### src/rtl/node_integrator.sv
// ---------------------------------------------------------------------------
// node_integrator
//
// Per-node time-step stage that sits after the spring force computation.
// Holds position and velocity for NUM_NODES point masses. On each physics
// step it consumes one force vector per node, in index order. Each node gets
// a semi-implicit Euler update: the velocity is updated first, and the new
// velocity then moves the position. The new positions are streamed out to
// rendering/collision logic.
//
// Optional feature: define FLOOR_EN to clamp pos_y at FLOOR_Y. When the clamp
// fires, vel_y is replaced by the negated half velocity (an inelastic
// bounce). With FLOOR_EN undefined there is no floor logic and FLOOR_Y is
// unused.
//
// Ports:
//   clk_in, rst_in          clock, synchronous active-high reset
//   init_valid_in/idx/pos/vel
//                           initial-state write for one node (IDLE only)
//   step_in                 start one physics step (IDLE only)
//   force_valid_in/ready_out/force_x_in/force_y_in
//                           per-node force handshake, node 0 first
//   pos_valid_out/idx/x/y   one-cycle strobe carrying the updated position;
//                           the data outputs hold until the next strobe
//   busy_out                step in progress
//   done_out                one-cycle pulse when a step completes
// ---------------------------------------------------------------------------
module node_integrator #(
    parameter int NUM_NODES     = 4,
    parameter int POSITION_SIZE = 16,
    parameter int VELOCITY_SIZE = 16,
    parameter int FORCE_SIZE    = 16,
    parameter int DT_SHIFT      = 4,
    parameter int MASS_SHIFT    = 0,
    parameter int FLOOR_Y       = 0,
    localparam int IDX_W        = $clog2(NUM_NODES)
) (
    input  logic                            clk_in,
    input  logic                            rst_in,
    input  logic                            init_valid_in,
    input  logic        [IDX_W-1:0]         init_idx_in,
    input  logic signed [POSITION_SIZE-1:0] init_pos_x_in,
    input  logic signed [POSITION_SIZE-1:0] init_pos_y_in,
    input  logic signed [VELOCITY_SIZE-1:0] init_vel_x_in,
    input  logic signed [VELOCITY_SIZE-1:0] init_vel_y_in,
    input  logic                            step_in,
    input  logic                            force_valid_in,
    output logic                            force_ready_out,
    input  logic signed [FORCE_SIZE-1:0]    force_x_in,
    input  logic signed [FORCE_SIZE-1:0]    force_y_in,
    output logic                            pos_valid_out,
    output logic        [IDX_W-1:0]         pos_idx_out,
    output logic signed [POSITION_SIZE-1:0] pos_x_out,
    output logic signed [POSITION_SIZE-1:0] pos_y_out,
    output logic                            busy_out,
    output logic                            done_out
);

    // Each sum carries one guard bit above the wider operand, so the raw sum
    // never wraps before it is saturated.
    localparam int VS_W        = ((VELOCITY_SIZE > FORCE_SIZE) ? VELOCITY_SIZE : FORCE_SIZE) + 1;
    localparam int PS_W        = ((POSITION_SIZE > VELOCITY_SIZE) ? POSITION_SIZE : VELOCITY_SIZE) + 1;
    // Dividing force by mass and multiplying by dt are both power-of-two
    // operations, so they combine into a single arithmetic shift.
    localparam int FORCE_SHIFT = DT_SHIFT + MASS_SHIFT;

    typedef enum logic [2:0] {
        S_IDLE,
        S_WAIT_FORCE,
        S_UPDATE,
        S_OUTPUT,
        S_DONE
    } state_t;

    state_t                          state;
    logic        [IDX_W-1:0]         idx;
    logic signed [FORCE_SIZE-1:0]    force_x_q;
    logic signed [FORCE_SIZE-1:0]    force_y_q;

    logic signed [POSITION_SIZE-1:0] pos_x_mem [NUM_NODES];
    logic signed [POSITION_SIZE-1:0] pos_y_mem [NUM_NODES];
    logic signed [VELOCITY_SIZE-1:0] vel_x_mem [NUM_NODES];
    logic signed [VELOCITY_SIZE-1:0] vel_y_mem [NUM_NODES];

    logic signed [VS_W-1:0]          vel_sum_x;
    logic signed [VS_W-1:0]          vel_sum_y;
    logic signed [PS_W-1:0]          pos_sum_x;
    logic signed [PS_W-1:0]          pos_sum_y;
    logic signed [VELOCITY_SIZE-1:0] new_vel_x;
    logic signed [VELOCITY_SIZE-1:0] new_vel_y;
    logic signed [POSITION_SIZE-1:0] new_pos_x;
    logic signed [POSITION_SIZE-1:0] new_pos_y;

    // A value fits the target width exactly when every bit from the target
    // sign bit upwards matches, i.e. when the shifted-down value is 0 or -1.
    function automatic logic signed [VELOCITY_SIZE-1:0] sat_vel(input logic signed [VS_W-1:0] s);
        logic signed [VS_W-1:0] hi;
        hi = s >>> (VELOCITY_SIZE - 1);
        if (hi == '0 || hi == '1)
            sat_vel = s[VELOCITY_SIZE-1:0];
        else if (s[VS_W-1])
            sat_vel = {1'b1, {(VELOCITY_SIZE-1){1'b0}}};
        else
            sat_vel = {1'b0, {(VELOCITY_SIZE-1){1'b1}}};
    endfunction

    function automatic logic signed [POSITION_SIZE-1:0] sat_pos(input logic signed [PS_W-1:0] s);
        logic signed [PS_W-1:0] hi;
        hi = s >>> (POSITION_SIZE - 1);
        if (hi == '0 || hi == '1)
            sat_pos = s[POSITION_SIZE-1:0];
        else if (s[PS_W-1])
            sat_pos = {1'b1, {(POSITION_SIZE-1){1'b0}}};
        else
            sat_pos = {1'b0, {(POSITION_SIZE-1){1'b1}}};
    endfunction

`ifdef FLOOR_EN
    localparam logic signed [POSITION_SIZE-1:0] FLOOR_POS = POSITION_SIZE'(FLOOR_Y);
    logic signed [VS_W-1:0] bounce_vel;
`endif

    // Update datapath for the node at idx. The result is only meaningful, and
    // only written back, in S_UPDATE.
    // NOTE: every always_comb output is assigned unconditionally at the top.
    // Any later conditional override then leaves no path that holds an old
    // value, so no latch can be inferred.
    always_comb begin
        vel_sum_x = VS_W'(vel_x_mem[idx]) + VS_W'(force_x_q >>> FORCE_SHIFT);
        vel_sum_y = VS_W'(vel_y_mem[idx]) + VS_W'(force_y_q >>> FORCE_SHIFT);
        new_vel_x = sat_vel(vel_sum_x);
        new_vel_y = sat_vel(vel_sum_y);
        // Semi-implicit: the position advances with the already-updated velocity.
        pos_sum_x = PS_W'(pos_x_mem[idx]) + PS_W'(new_vel_x >>> DT_SHIFT);
        pos_sum_y = PS_W'(pos_y_mem[idx]) + PS_W'(new_vel_y >>> DT_SHIFT);
        new_pos_x = sat_pos(pos_sum_x);
        new_pos_y = sat_pos(pos_sum_y);
`ifdef FLOOR_EN
        bounce_vel = -(VS_W'(new_vel_y >>> 1));
        if (new_pos_y < FLOOR_POS) begin
            new_pos_y = FLOOR_POS;
            new_vel_y = sat_vel(bounce_vel);
        end
`endif
    end

    // NOTE: all state here is sequential and uses non-blocking assignments.
    // Every register therefore sees the pre-edge values, no matter in which
    // order the statements appear.
    always_ff @(posedge clk_in) begin
        if (rst_in) begin
            state           <= S_IDLE;
            idx             <= '0;
            force_x_q       <= '0;
            force_y_q       <= '0;
            force_ready_out <= 1'b0;
            pos_valid_out   <= 1'b0;
            pos_idx_out     <= '0;
            pos_x_out       <= '0;
            pos_y_out       <= '0;
            busy_out        <= 1'b0;
            done_out        <= 1'b0;
            // NOTE: the node state array is deliberately reset. Reset must
            // leave every mass at rest at the origin. The array is small
            // enough to live in flops rather than in a RAM macro.
            for (int i = 0; i < NUM_NODES; i++) begin
                pos_x_mem[i] <= '0;
                pos_y_mem[i] <= '0;
                vel_x_mem[i] <= '0;
                vel_y_mem[i] <= '0;
            end
        end else begin
            // Strobes default low and are raised only for their one cycle.
            pos_valid_out <= 1'b0;
            done_out      <= 1'b0;

            case (state)
                S_IDLE: begin
                    if (init_valid_in && int'(init_idx_in) < NUM_NODES) begin
                        pos_x_mem[init_idx_in] <= init_pos_x_in;
                        pos_y_mem[init_idx_in] <= init_pos_y_in;
                        vel_x_mem[init_idx_in] <= init_vel_x_in;
                        vel_y_mem[init_idx_in] <= init_vel_y_in;
                    end
                    // A same-cycle init write has landed before node 0 is read
                    // in S_UPDATE, so node 0 sees the freshly written value.
                    if (step_in) begin
                        state           <= S_WAIT_FORCE;
                        idx             <= '0;
                        force_ready_out <= 1'b1;
                        busy_out        <= 1'b1;
                    end
                end

                S_WAIT_FORCE: begin
                    if (force_valid_in) begin
                        force_x_q       <= force_x_in;
                        force_y_q       <= force_y_in;
                        force_ready_out <= 1'b0;
                        state           <= S_UPDATE;
                    end
                end

                S_UPDATE: begin
                    pos_x_mem[idx] <= new_pos_x;
                    pos_y_mem[idx] <= new_pos_y;
                    vel_x_mem[idx] <= new_vel_x;
                    vel_y_mem[idx] <= new_vel_y;
                    pos_idx_out    <= idx;
                    pos_x_out      <= new_pos_x;
                    pos_y_out      <= new_pos_y;
                    pos_valid_out  <= 1'b1;
                    state          <= S_OUTPUT;
                end

                S_OUTPUT: begin
                    if (idx == IDX_W'(NUM_NODES - 1)) begin
                        done_out <= 1'b1;
                        state    <= S_DONE;
                    end else begin
                        idx             <= idx + 1'b1;
                        force_ready_out <= 1'b1;
                        state           <= S_WAIT_FORCE;
                    end
                end

                S_DONE: begin
                    busy_out <= 1'b0;
                    state    <= S_IDLE;
                end

                default: begin
                    force_ready_out <= 1'b0;
                    busy_out        <= 1'b0;
                    state           <= S_IDLE;
                end
            endcase
        end
    end

endmodule

### config.mk
export PLATFORM = sky130hd
export DESIGN_NAME = node_integrator
export DESIGN_NICKNAME = d
export VERILOG_FILES = /design/src/rtl/node_integrator.sv
export SDC_FILE = /design/constraint.sdc
export NUM_CORES = 1
export LEC_CHECK = 0
export CORE_MARGIN = 3
export CORE_UTILIZATION = 43
export CTS_CLUSTER_SIZE = 16
export DETAILED_ROUTE_END_ITERATION = 12
export PLACE_DENSITY = 0.68
export SYNTH_ARGS = -nofsm -noshare
export SYNTH_HDL_FRONTEND = slang
export SYNTH_SLANG_ARGS = --single-unit
### constraint.sdc
create_clock -name clk_in -period 6.8 [get_ports clk_in]
set_clock_uncertainty 0.1 [all_clocks]
set_input_delay 1.7 -clock clk_in [delete_from_list [all_inputs] [get_ports clk_in]]
set_output_delay 1.7 -clock clk_in [all_outputs]
set_load 0.01 [all_outputs]
==> results.yml, run 1 <==
synth:
  syn-mean-instance-area_um2: 11.3
  synth-main-ff-cell: "edfxtp_1"
  synth_edf_count: 256
  synthArstFlopShare_pct: 0
  mappedNetlistArea_um2: 17900
  syn_nets: 1761
  yosysUniqueCellTypes: 95
  ys_seq_area_share_pct: 50.7
  synth_cells: 1585
  synth.yosys.warnings: 0
  ys_seq_elements: 325
route:
  met2WireLength_um: 23700
  drt-total-wl_um: 51000
  first_pass_drt_iterations: 6
  via_per_inst: 5.90
  met3RoutedLength_um: 4210
  post_route_drc: 0
  num_vias: 13895
  drt_iter0_markers: 1393
  postRouteAntennaNets: 0
  top_layer: "met5"
  wl_per_cell_um: 21.6
  wl_met1_um: 22100
final_layout:
  fin_util_pct: 53.7
  layout.cells.most_common: "edfxtp_1"
  fin_nets: 1974
  layout_common_cells: "edfxtp_1, nand2_1, nor2_1"
  finish.cell_count_without_fillers: 2357
  layout-drive-gt1-share_pct: 19.3
  layout.filler_cells: 3591
  antennaDiodeCount: 0
  areaGrowthSynthToFinish_pct: 22.9
timing:
  finalHoldViolations: 0
  final-setup-viol-count: 0
  clock.fmax_mhz: 153
  worst_margin_slew_ns: 1.18
  min_period_over_period_pct: 96.1
  finalHoldWorstSlack_ns: 0.366
  rel_slew_slack_pct: 21.2
  period_minus_slack_ns: 6.54
  final_max_slew_viol_count: 0
  setup_tns_ns: 0
global_route:
  grt_start_max_net_pins: 45
  grt_first_pass_wirelength_um: 79400
  overflow: 0
  antenna_found_initial: 1
  grt_overall_usage_pct: 23.0
  grt_pass1_vias: 14091
pwr:
  peakVddDrop_mv: 0.173
  cell_internal_pwr_uw: 3970
  reg_power_share_pct: 42.0
  power.switching_fraction_pct: 29.4
  portion_of_total_power_attributed_to_the_clock_network_pct: 34.1
  total_leakage_power_uw: 0.00839
  power.switching_uw: 1650
  p_total_uw: 5620
  pwr-share-comb_pct: 23.9
  powerDensity_nw_per_um2: 256
placement:
  portBuffers: 132
  globalplace.congestion: 0.979
  dp_cells: 2283
  detailed_place_hpwl_um: 34700
clocking:
  cts-buffers-inserted: 37
  cts.hold.buffers_added: 0
  clock-sinks: 325
  max-clock-path-buffers: 3
  worst_skew_pair.late_latency_ns: 0.56
  cts.htree.levels: 2
  tritoncts_clock_tree: "built"
  clock_tree.root_cell: "clkbuf_16"
  worst_setup_hold_path_clk_slew_ns: 0.06
job:
  max_capacitance_violation_count: 0
worst_setup_path:
  crit_required_ns: 7.13
  timing.critical_path.fanout_max: 7
  criticalPathCategory: "reg -> reg"
  setup.worst_path.start_class: "flop"
  critPathArrivalTime_ns: 6.86
  critical_path.endpoint_type: "flop"
die:
  die-area_um2: 44100
  die_w_um: 210
  initial_core_util_pct: 43.7
  row_count: 74
  die_h_um: 210
  io_pins: 141
  core_area_um2: 40900
worst_hold_path:
  hold_path_class: "reg -> reg"
outcome:
  run_status: "completed"
Yosys cell counts (7+ instances only):
master,instances,area [µm²]
a31oi_1,24,150
nor2_1,135,507
nand2_1,167,627
xnor2_1,22,193
o211ai_1,38,285
clkbuf_1,62,233
and3_1,8,50.1
or3_1,7,43.8
and2_1,18,113
o31ai_1,7,52.6
dfxtp_1,69,1380
o21ai_1,24,120
xor2_1,16,140
a32oi_1,20,175
o21ai_0,63,315
a221o_1,10,100
ha_1,69,863
a21oi_1,77,385
nor3_1,17,85.1
nor2b_1,19,119
a21o_1,21,158
mux4_2,64,1440
or2_2,12,75.1
edfxtp_1,256,7690
nand3_1,70,350
inv_1,62,233
buf_2,26,130
o221ai_1,15,131
nand2b_1,17,106
o21a_1,13,97.6
a211oi_1,13,97.6
layer usage:
metal | global-route usage (%) | up-vias
li1 | - | 6452
met1 | 32.2 | 6818
met2 | 36.9 | 546
met3 | 4.44 | 77
met4 | 6.42 | 2
met5 | 0 | -
power groups by stage:
stage               sequential (µW)  clock (µW)  combinational [µW]
finish                         2360        1920                1340
global route                   2370        2040                1450
CTS                            2360        1950                1310
detailed placement             2400           0                1290
global placement               2390           0                1270
floorplan                      2400           0                 766
registers in the layout, summed over array words and instances (netlist names), 2 cells and up, named ones only:
register / count
pos_x_mem: 64
pos_y_mem: 64
vel_x_mem: 64
vel_y_mem: 64
pos_x_out: 16
pos_y_out: 16
force_x_q: 12
force_y_q: 12
state: 3
idx: 2
pos_idx_out: 2
final timing paths:
kind	from	end	slack (ns)	cells past startpoint
hold reg to reg	force_x_q[6]$_SDFFE_PP0P_	force_x_q[6]$_SDFFE_PP0P_	0.37	2
setup / recovery	flop	pos_y_mem[3][7]$_DFFE_PP_	0.26	24
setup reg to reg	flop	pos_y_mem[3][7]$_DFFE_PP_	0.26	24
hold / removal	force_x_q[6]$_SDFFE_PP0P_	force_x_q[6]$_SDFFE_PP0P_	0.37	2
critical path: stages (launching register included):
cell and delay (ns):
dfxtp_4 0.37, buf_12 0.15, mux4_2 0.32, ha_1 0.20, inv_1 0.08, fa_1 0.43
nor2b_1 0.23, o31a_1 0.23, o311ai_1 0.21, and4b_1 0.26, or2_2 0.32, ha_1 0.32
buf_4 0.15, a211oi_1 0.06, a31oi_1 0.17, o311ai_0 0.20, or2_2 0.32, ha_1 0.32
and3_2 0.24, nand3_1 0.12, or4_4 0.57, and4b_1 0.22, a31oi_4 0.27, and2_1 0.36
a221o_1 0.20
cell families after synthesis:
logic type,share of synthesized area (%)
fa+ha+maj,5.39
compound gates,16.1
flops,50.7
buf+inv,3.81
mux,8.17
simple gates,13.7
xor+xnor,2.11
repair_timing:
| item | 4_1_cts | 5_1_grt |
|---|---|---|
| endpoints found under the setup margin | 19 | 160 |
| hold endpoints to repair | 0 | 0 |
| pin swaps | 0 | 12 |
| gates resized for setup | 0 | 46 |
| setup buffers | 2 | 6 |
through the flow:
step,instance area (µm²),setup WS [ns]
after CTS,21800,0.0419
final,22000,0.265
after floorplan,17900,0.0112
after detailed placement,20600,-0.00967
after global placement,20600,0.0727
after global routing,22000,-0.0350
final cells by class:
class / instances / area, µm² / area share, %
clock buffer: 47 / 983 / 4.48
clock inverter: 19 / 166 / 0.757
inverter: 62 / 233 / 1.06
multi-input combinational: 1098 / 8290 / 37.7
sequential: 325 / 9080 / 41.3
tap: 532 / 666 / 3.03
timing repair buffer: 274 / 2560 / 11.6
Note: power is estimated with default switching activity, not from simulation.
==> run 2: changes to the inputs <==
==> config.mk (replaced) <==
export PLATFORM = sky130hd
export DESIGN_NAME = node_integrator
export DESIGN_NICKNAME = d
export VERILOG_FILES = /design/src/rtl/node_integrator.sv
export SDC_FILE = /design/constraint.sdc
export NUM_CORES = 1
export LEC_CHECK = 0
export ABC_CLOCK_PERIOD_IN_PS = 6800
export CORE_MARGIN = 3
export CORE_UTILIZATION = 54
export DETAILED_ROUTE_END_ITERATION = 12
export PLACE_DENSITY = 0.82
export SYNTH_ARGS = -nofsm -noshare
export SYNTH_HDL_FRONTEND = slang
export SYNTH_SLANG_ARGS = --single-unit
==> run 2 against run 1 <==
Net effect: design area is 0.22% lower; global-route usage is 5.0 points higher; clock power is 3% lower; total power is 0.36% lower.
==> results.yml, run 2 (synthesized netlist as in run 1, its figures left out) <==
worst_setup_path:
  crit_buf_inv: 5
  criticalPathCategory: "reg -> reg"
  critical_path.endpoint_type: "flop"
  critPathArrivalTime_ns: 6.93
  cpPeakStageDelay_ns: 0.57
  crit_required_ns: 7.05
  critPathTopFamily: "compound AO/OA/AOI/OAI gates"
  regToRegSetupSlack_ns: 0.12
  setup.worst_path.start_class: "flop"
  worst_path_max_delay_cell: "or4_4"
  timing.critical_path.fanout_max: 6
final_layout:
  areaGrowthSynthToFinish_pct: 22.6
  layout_common_cells: "edfxtp_1, nand2_1, nor2_1"
  finish.cell_count_without_fillers: 2265
  layout.cells.most_common: "edfxtp_1"
  layout-drive-gt1-share_pct: 19.4
  design_area_um2: 21900
  antennaDiodeCount: 0
  fin_nets: 1973
clocking:
  cts.hold.buffers_added: 0
  cts.htree.levels: 2
  clock-sinks: 325
  clock_tree.root_cell: "clkbuf_16"
  worst_setup_hold_path_clk_slew_ns: 0.06
  worst_skew_pair.late_latency_ns: 0.52
  cts-buffers-inserted: 35
  max-clock-path-buffers: 3
  tritoncts_clock_tree: "built"
placement:
  globalplace.congestion: 0.950
  detailed_place_hpwl_um: 32900
  portBuffers: 132
  dp_cells: 2184
  placement.cell_area_um2: 20400
route:
  post_route_drc: 0
  drt-total-wl_um: 50600
  first_pass_drt_iterations: 5
  postRouteAntennaNets: 0
  drt_iter0_markers: 1557
  wl_per_cell_um: 22.3
  via_per_inst: 6.39
  num_vias: 14466
timing:
  final-setup-viol-count: 0
  finalHoldViolations: 0
  min_period_over_period_pct: 98.2
  final_max_slew_viol_count: 0
  rel_slew_slack_pct: 28.1
  finalHoldWorstSlack_ns: 0.363
  clock.fmax_mhz: 150
  period_minus_slack_ns: 6.68
  worst_margin_slew_ns: 1.08
  setup_tns_ns: 0
global_route:
  antenna_found_initial: 0
  grt_pass1_vias: 14503
  overflow: 0
  grt_overall_usage_pct: 28.0
  grt_first_pass_wirelength_um: 78500
  grt_start_max_net_pins: 65
die:
  row_count: 66
  io_pins: 141
  core_area_um2: 32600
  initial_core_util_pct: 54.8
  die-area_um2: 35300
  die_w_um: 188
  die_h_um: 188
pwr:
  reg_power_share_pct: 42.2
  cell_internal_pwr_uw: 3970
  pwr-share-comb_pct: 24.4
  peakVddDrop_mv: 0.182
  powerDensity_nw_per_um2: 255
  total_leakage_power_uw: 0.00842
  p_total_uw: 5600
  power.switching_fraction_pct: 29.1
  power.switching_uw: 1630
  portion_of_total_power_attributed_to_the_clock_network_pct: 33.3
outcome:
  run_status: "completed"
worst_hold_path:
  hold_path_class: "reg -> reg"
  worstHoldStart: "force_x_q[8]$_SDFFE_PP0P_"
job:
  max_capacitance_violation_count: 0
==> run 2: cell count changes in the layout (fill, tap and decap cells not counted), moves of 2 or more <==
cell	before	now
buf_4	127	125
ha_1	65	68
o21ai_0	56	59
ha_2	2	0
inv_6	3	0
clkbuf_8	2	5
a32oi_1	17	12
clkbuf_2	0	2
a21oi_1	74	72
a21oi_2	4	6
a32oi_2	5	9
clkinv_2	8	5
o21ai_1	30	26
==> run 2: cell type report <==
| cell class | count | area [µm²] |
|---|---|---|
| fillers | 2337 | 10700 |
| flip-flops and latches | 325 | 9070 |
| multi-input cells | 1098 | 8330 |
| repair buffers | 275 | 2620 |
| clock buffers | 53 | 1040 |
| well taps | 442 | 553 |
| inverters | 62 | 233 |
| clock inverters | 10 | 77.6 |
==> run 2: metrics by stage <==
step	utilization, %	setup WS (ns)
CTS	66.4	0.0291
global placement	62.6	-0.0948
finish	67.2	0.125
detailed placement	62.6	-0.245
global route	67.2	-0.0498
floorplan	-	0.0112
==> run 2: metal layers <==
| layer | vias to the layer above | global-route usage (%) | routed length (µm) |
|---|---|---|---|
| li1 | 6473 | - | - |
| met1 | 6973 | 38.7 | 20400 |
| met2 | 885 | 45.1 | 23900 |
| met3 | 135 | 4.71 | 4830 |
| met4 | 0 | 9.70 | 1490 |
| met5 | - | 0 | 0 |
==> run 2: timing repair <==
| action | 4_1_cts | 5_1_grt |
|---|---|---|
| gates cloned | 1 | 1 |
| gates resized for setup | 15 | 35 |
| pin swaps | 5 | 13 |
| setup endpoints to repair | 151 | 158 |
| buffers inserted | 6 | 10 |
==> run 2: power groups by stage <==
stage	clock [µW]	combinational (µW)	sequential [µW]
after global routing	1960	1470	2380
after global placement	0	1240	2390
final	1870	1370	2370
after CTS	1880	1300	2360
after floorplan	0	766	2400
after detailed placement	0	1270	2400
==> run 2: tightest hold or removal path, cell delays in order (launching register included) <==
cell	delay, ns
dfxtp_1	0.31
nand2_1	0.05
a21oi_1	0.05
==> run 2: final timing paths <==
| check | endpoint | cells after the start |
|---|---|---|
| hold / removal | force_x_q[8]$_SDFFE_PP0P_ | 2 |
| hold reg to reg | force_x_q[8]$_SDFFE_PP0P_ | 2 |
| setup reg to reg | pos_y_mem[1][4]$_SDFFCE_PN0P_ | 27 |
| setup / recovery | pos_y_mem[1][4]$_SDFFCE_PN0P_ | 27 |
==> run 3: changes to the inputs <==
--- a/config.mk
+++ b/config.mk
@@ -7,9 +7,11 @@
 export LEC_CHECK = 0
 export ABC_CLOCK_PERIOD_IN_PS = 6800
 export CORE_MARGIN = 3
-export CORE_UTILIZATION = 54
+export CORE_UTILIZATION = 58
 export DETAILED_ROUTE_END_ITERATION = 12
-export PLACE_DENSITY = 0.82
+export DONT_BUFFER_PORTS = 1
+export PLACE_DENSITY = 0.8
+export SETUP_SLACK_MARGIN = 0.4
 export SYNTH_ARGS = -nofsm -noshare
 export SYNTH_HDL_FRONTEND = slang
 export SYNTH_SLANG_ARGS = --single-unit
==> constraint.sdc (replaced) <==
create_clock -name clk_in -period 6.8 [get_ports clk_in]
set_clock_uncertainty 0.1 [all_clocks]
set_input_delay 2.04 -clock clk_in [delete_from_list [all_inputs] [get_ports clk_in]]
set_output_delay 2.04 -clock clk_in [all_outputs]
set_load 0.01 [all_outputs]
==> run 3 against run 2 <==
Net effect: setup slack better by 0.11 ns; critical endpoint is now pos_x_mem[0][2]$_SDFFCE_PN0P_; first-iteration DRC count is 0.19% higher; worst hold slack worse by 0.0024 ns; largest cell class is now multi-input combinational cells; largest power group unchanged.
==> results.yml, run 3 (synthesized netlist as in run 1, its figures left out) <==
outcome:
  run_status: "completed"
worst_setup_path:
  critPathMostFrequentCell: "buf_12"
  cpPeakStageDelay_ns: 0.54
  criticalPathCategory: "reg -> reg"
  critical_path.endpoint_type: "flop"
  timing.critical_path.fanout_max: 6
  crit_required_ns: 7.09
  worst_path_max_delay_cell: "mux4_2"
  setup.worst_path.start_class: "flop"
  critPathArrivalTime_ns: 6.85
placement:
  detailed_place_hpwl_um: 32500
  place_worst_setup_slack_ns: -0.172
  portBuffers: 0
  globalplace.congestion: 1.00
die:
  die_w_um: 182
  row_count: 63
  die-area_um2: 33000
  core_area_um2: 30000
  die_h_um: 182
  io_pins: 141
  initial_core_util_pct: 59.5
global_route:
  grtUsageMet1_pct: 40.9
  busiest_layer: "met2"
  use_met3_pct: 7.13
  grt_first_pass_wirelength_um: 78300
  grt_start_max_net_pins: 60
  overflow: 0
  antenna_found_initial: 4
  grt_pass1_vias: 14010
  grt_overall_usage_pct: 30.3
  grt_use_met2_pct: 48.2
clocking:
  cts-buffers-inserted: 35
  clock_tree.root_cell: "clkbuf_16"
  worst_skew_pair.late_latency_ns: 0.53
  cts.htree.levels: 2
  tritoncts_clock_tree: "built"
  worst_setup_hold_path_clk_slew_ns: 0.06
  cts.hold.buffers_added: 0
  max-clock-path-buffers: 3
  clock-sinks: 325
pwr:
  peakVddDrop_mv: 0.247
  total_leakage_power_uw: 0.00832
  p_total_uw: 5740
  powerDensity_nw_per_um2: 261
timing:
  worst_margin_slew_ns: 1.20
  final-setup-viol-count: 0
  period_minus_slack_ns: 6.57
  final_max_slew_viol_count: 0
  rsz_0062_raised_after_global_routing: "true"
  min_period_over_period_pct: 96.6
  worst_slack_ns: 0.234
  finalHoldViolations: 0
  rel_slew_slack_pct: 20.1
  clock.fmax_mhz: 152
job:
  max_capacitance_violation_count: 0
final_layout:
  layout.filler_cells: 1886
  layout-drive-gt1-share_pct: 29.0
  fin_nets: 1878
  fin_util_pct: 73.2
  layout_common_cells: "edfxtp_1, nand2_1, buf_4"
  layout.cells.most_common: "edfxtp_1"
  areaGrowthSynthToFinish_pct: 23.0
route:
  via_per_inst: 6.80
  num_vias: 14410
  postRouteAntennaNets: 0
  post_route_drc: 0
  drt_iter0_markers: 1560
  wl_per_cell_um: 25.5
  first_pass_drt_iterations: 7
  drt-total-wl_um: 54100
worst_hold_path:
  hold_path_class: "reg -> reg"
run 3: worst paths after layout:
check                              from                            end  slack, ns  cells after the start
max                                flop  pos_x_mem[0][2]$_SDFFCE_PN0P_       0.23                     27
min reg2reg  force_y_q[11]$_SDFFE_PP0P_     force_y_q[11]$_SDFFE_PP0P_       0.36                      2
min          force_y_q[11]$_SDFFE_PP0P_     force_y_q[11]$_SDFFE_PP0P_       0.36                      2
max reg2reg                        flop  pos_x_mem[0][2]$_SDFFCE_PN0P_       0.23                     27
run 3: area by class of cell:
type | instances | area [µm²] | area share (%)
multi-input cells | 1098 | 9260 | 42.1
repair buffers | 180 | 1780 | 8.09
well taps | 390 | 488 | 2.22
diodes | 1 | 2.50 | 0.0114
inverters | 62 | 238 | 1.08
clock inverters | 10 | 121 | 0.552
flip-flops and latches | 325 | 9080 | 41.3
clock buffers | 54 | 1030 | 4.66
run 3: repair_timing:
action | CTS | global route
resized for setup | 77 | 171
cloned | 8 | 4
pin swaps | 32 | 98
setup endpoints to repair | 159 | 160
buffers inserted | 36 | 34
run 3: critical path, delay by kind of cell, from the launching register on:
| kind | cells | cell delay [ns] |
|---|---|---|
| adders and majority gates | 4 | 1.23 |
| xor gates and xnor gates | 1 | 0.33 |
| buffers and inverters | 6 | 0.84 |
| DFF | 1 | 0.36 |
| and+or+nand+nor | 5 | 1.15 |
| AOI/OAI and AO/OA | 10 | 1.88 |
| muxes | 1 | 0.54 |
run 3: where the power goes:
group          switching [µW]  internal (µW)
clock                     791           1120
sequential               68.0           2310
combinational             883            565
run 3: through the flow:
step	cells	area (µm²)	hold slack [ns]	setup TNS (ns)
final	2120	22000	0.361	0
after global routing	2120	22000	0.385	0
after CTS	2081	20800	0.358	0
after detailed placement	1973	18800	0.348	-2.59
after global placement	1973	18800	0.347	-0.338
after floorplan	1585	17900	0.341	0
run 3: metal layers:
layer	up-vias	part of all wire, %
met3	170	12
met4	4	3.9
met5	-	0.057
met2	975	47
li1	6280	-
met1	6981	38
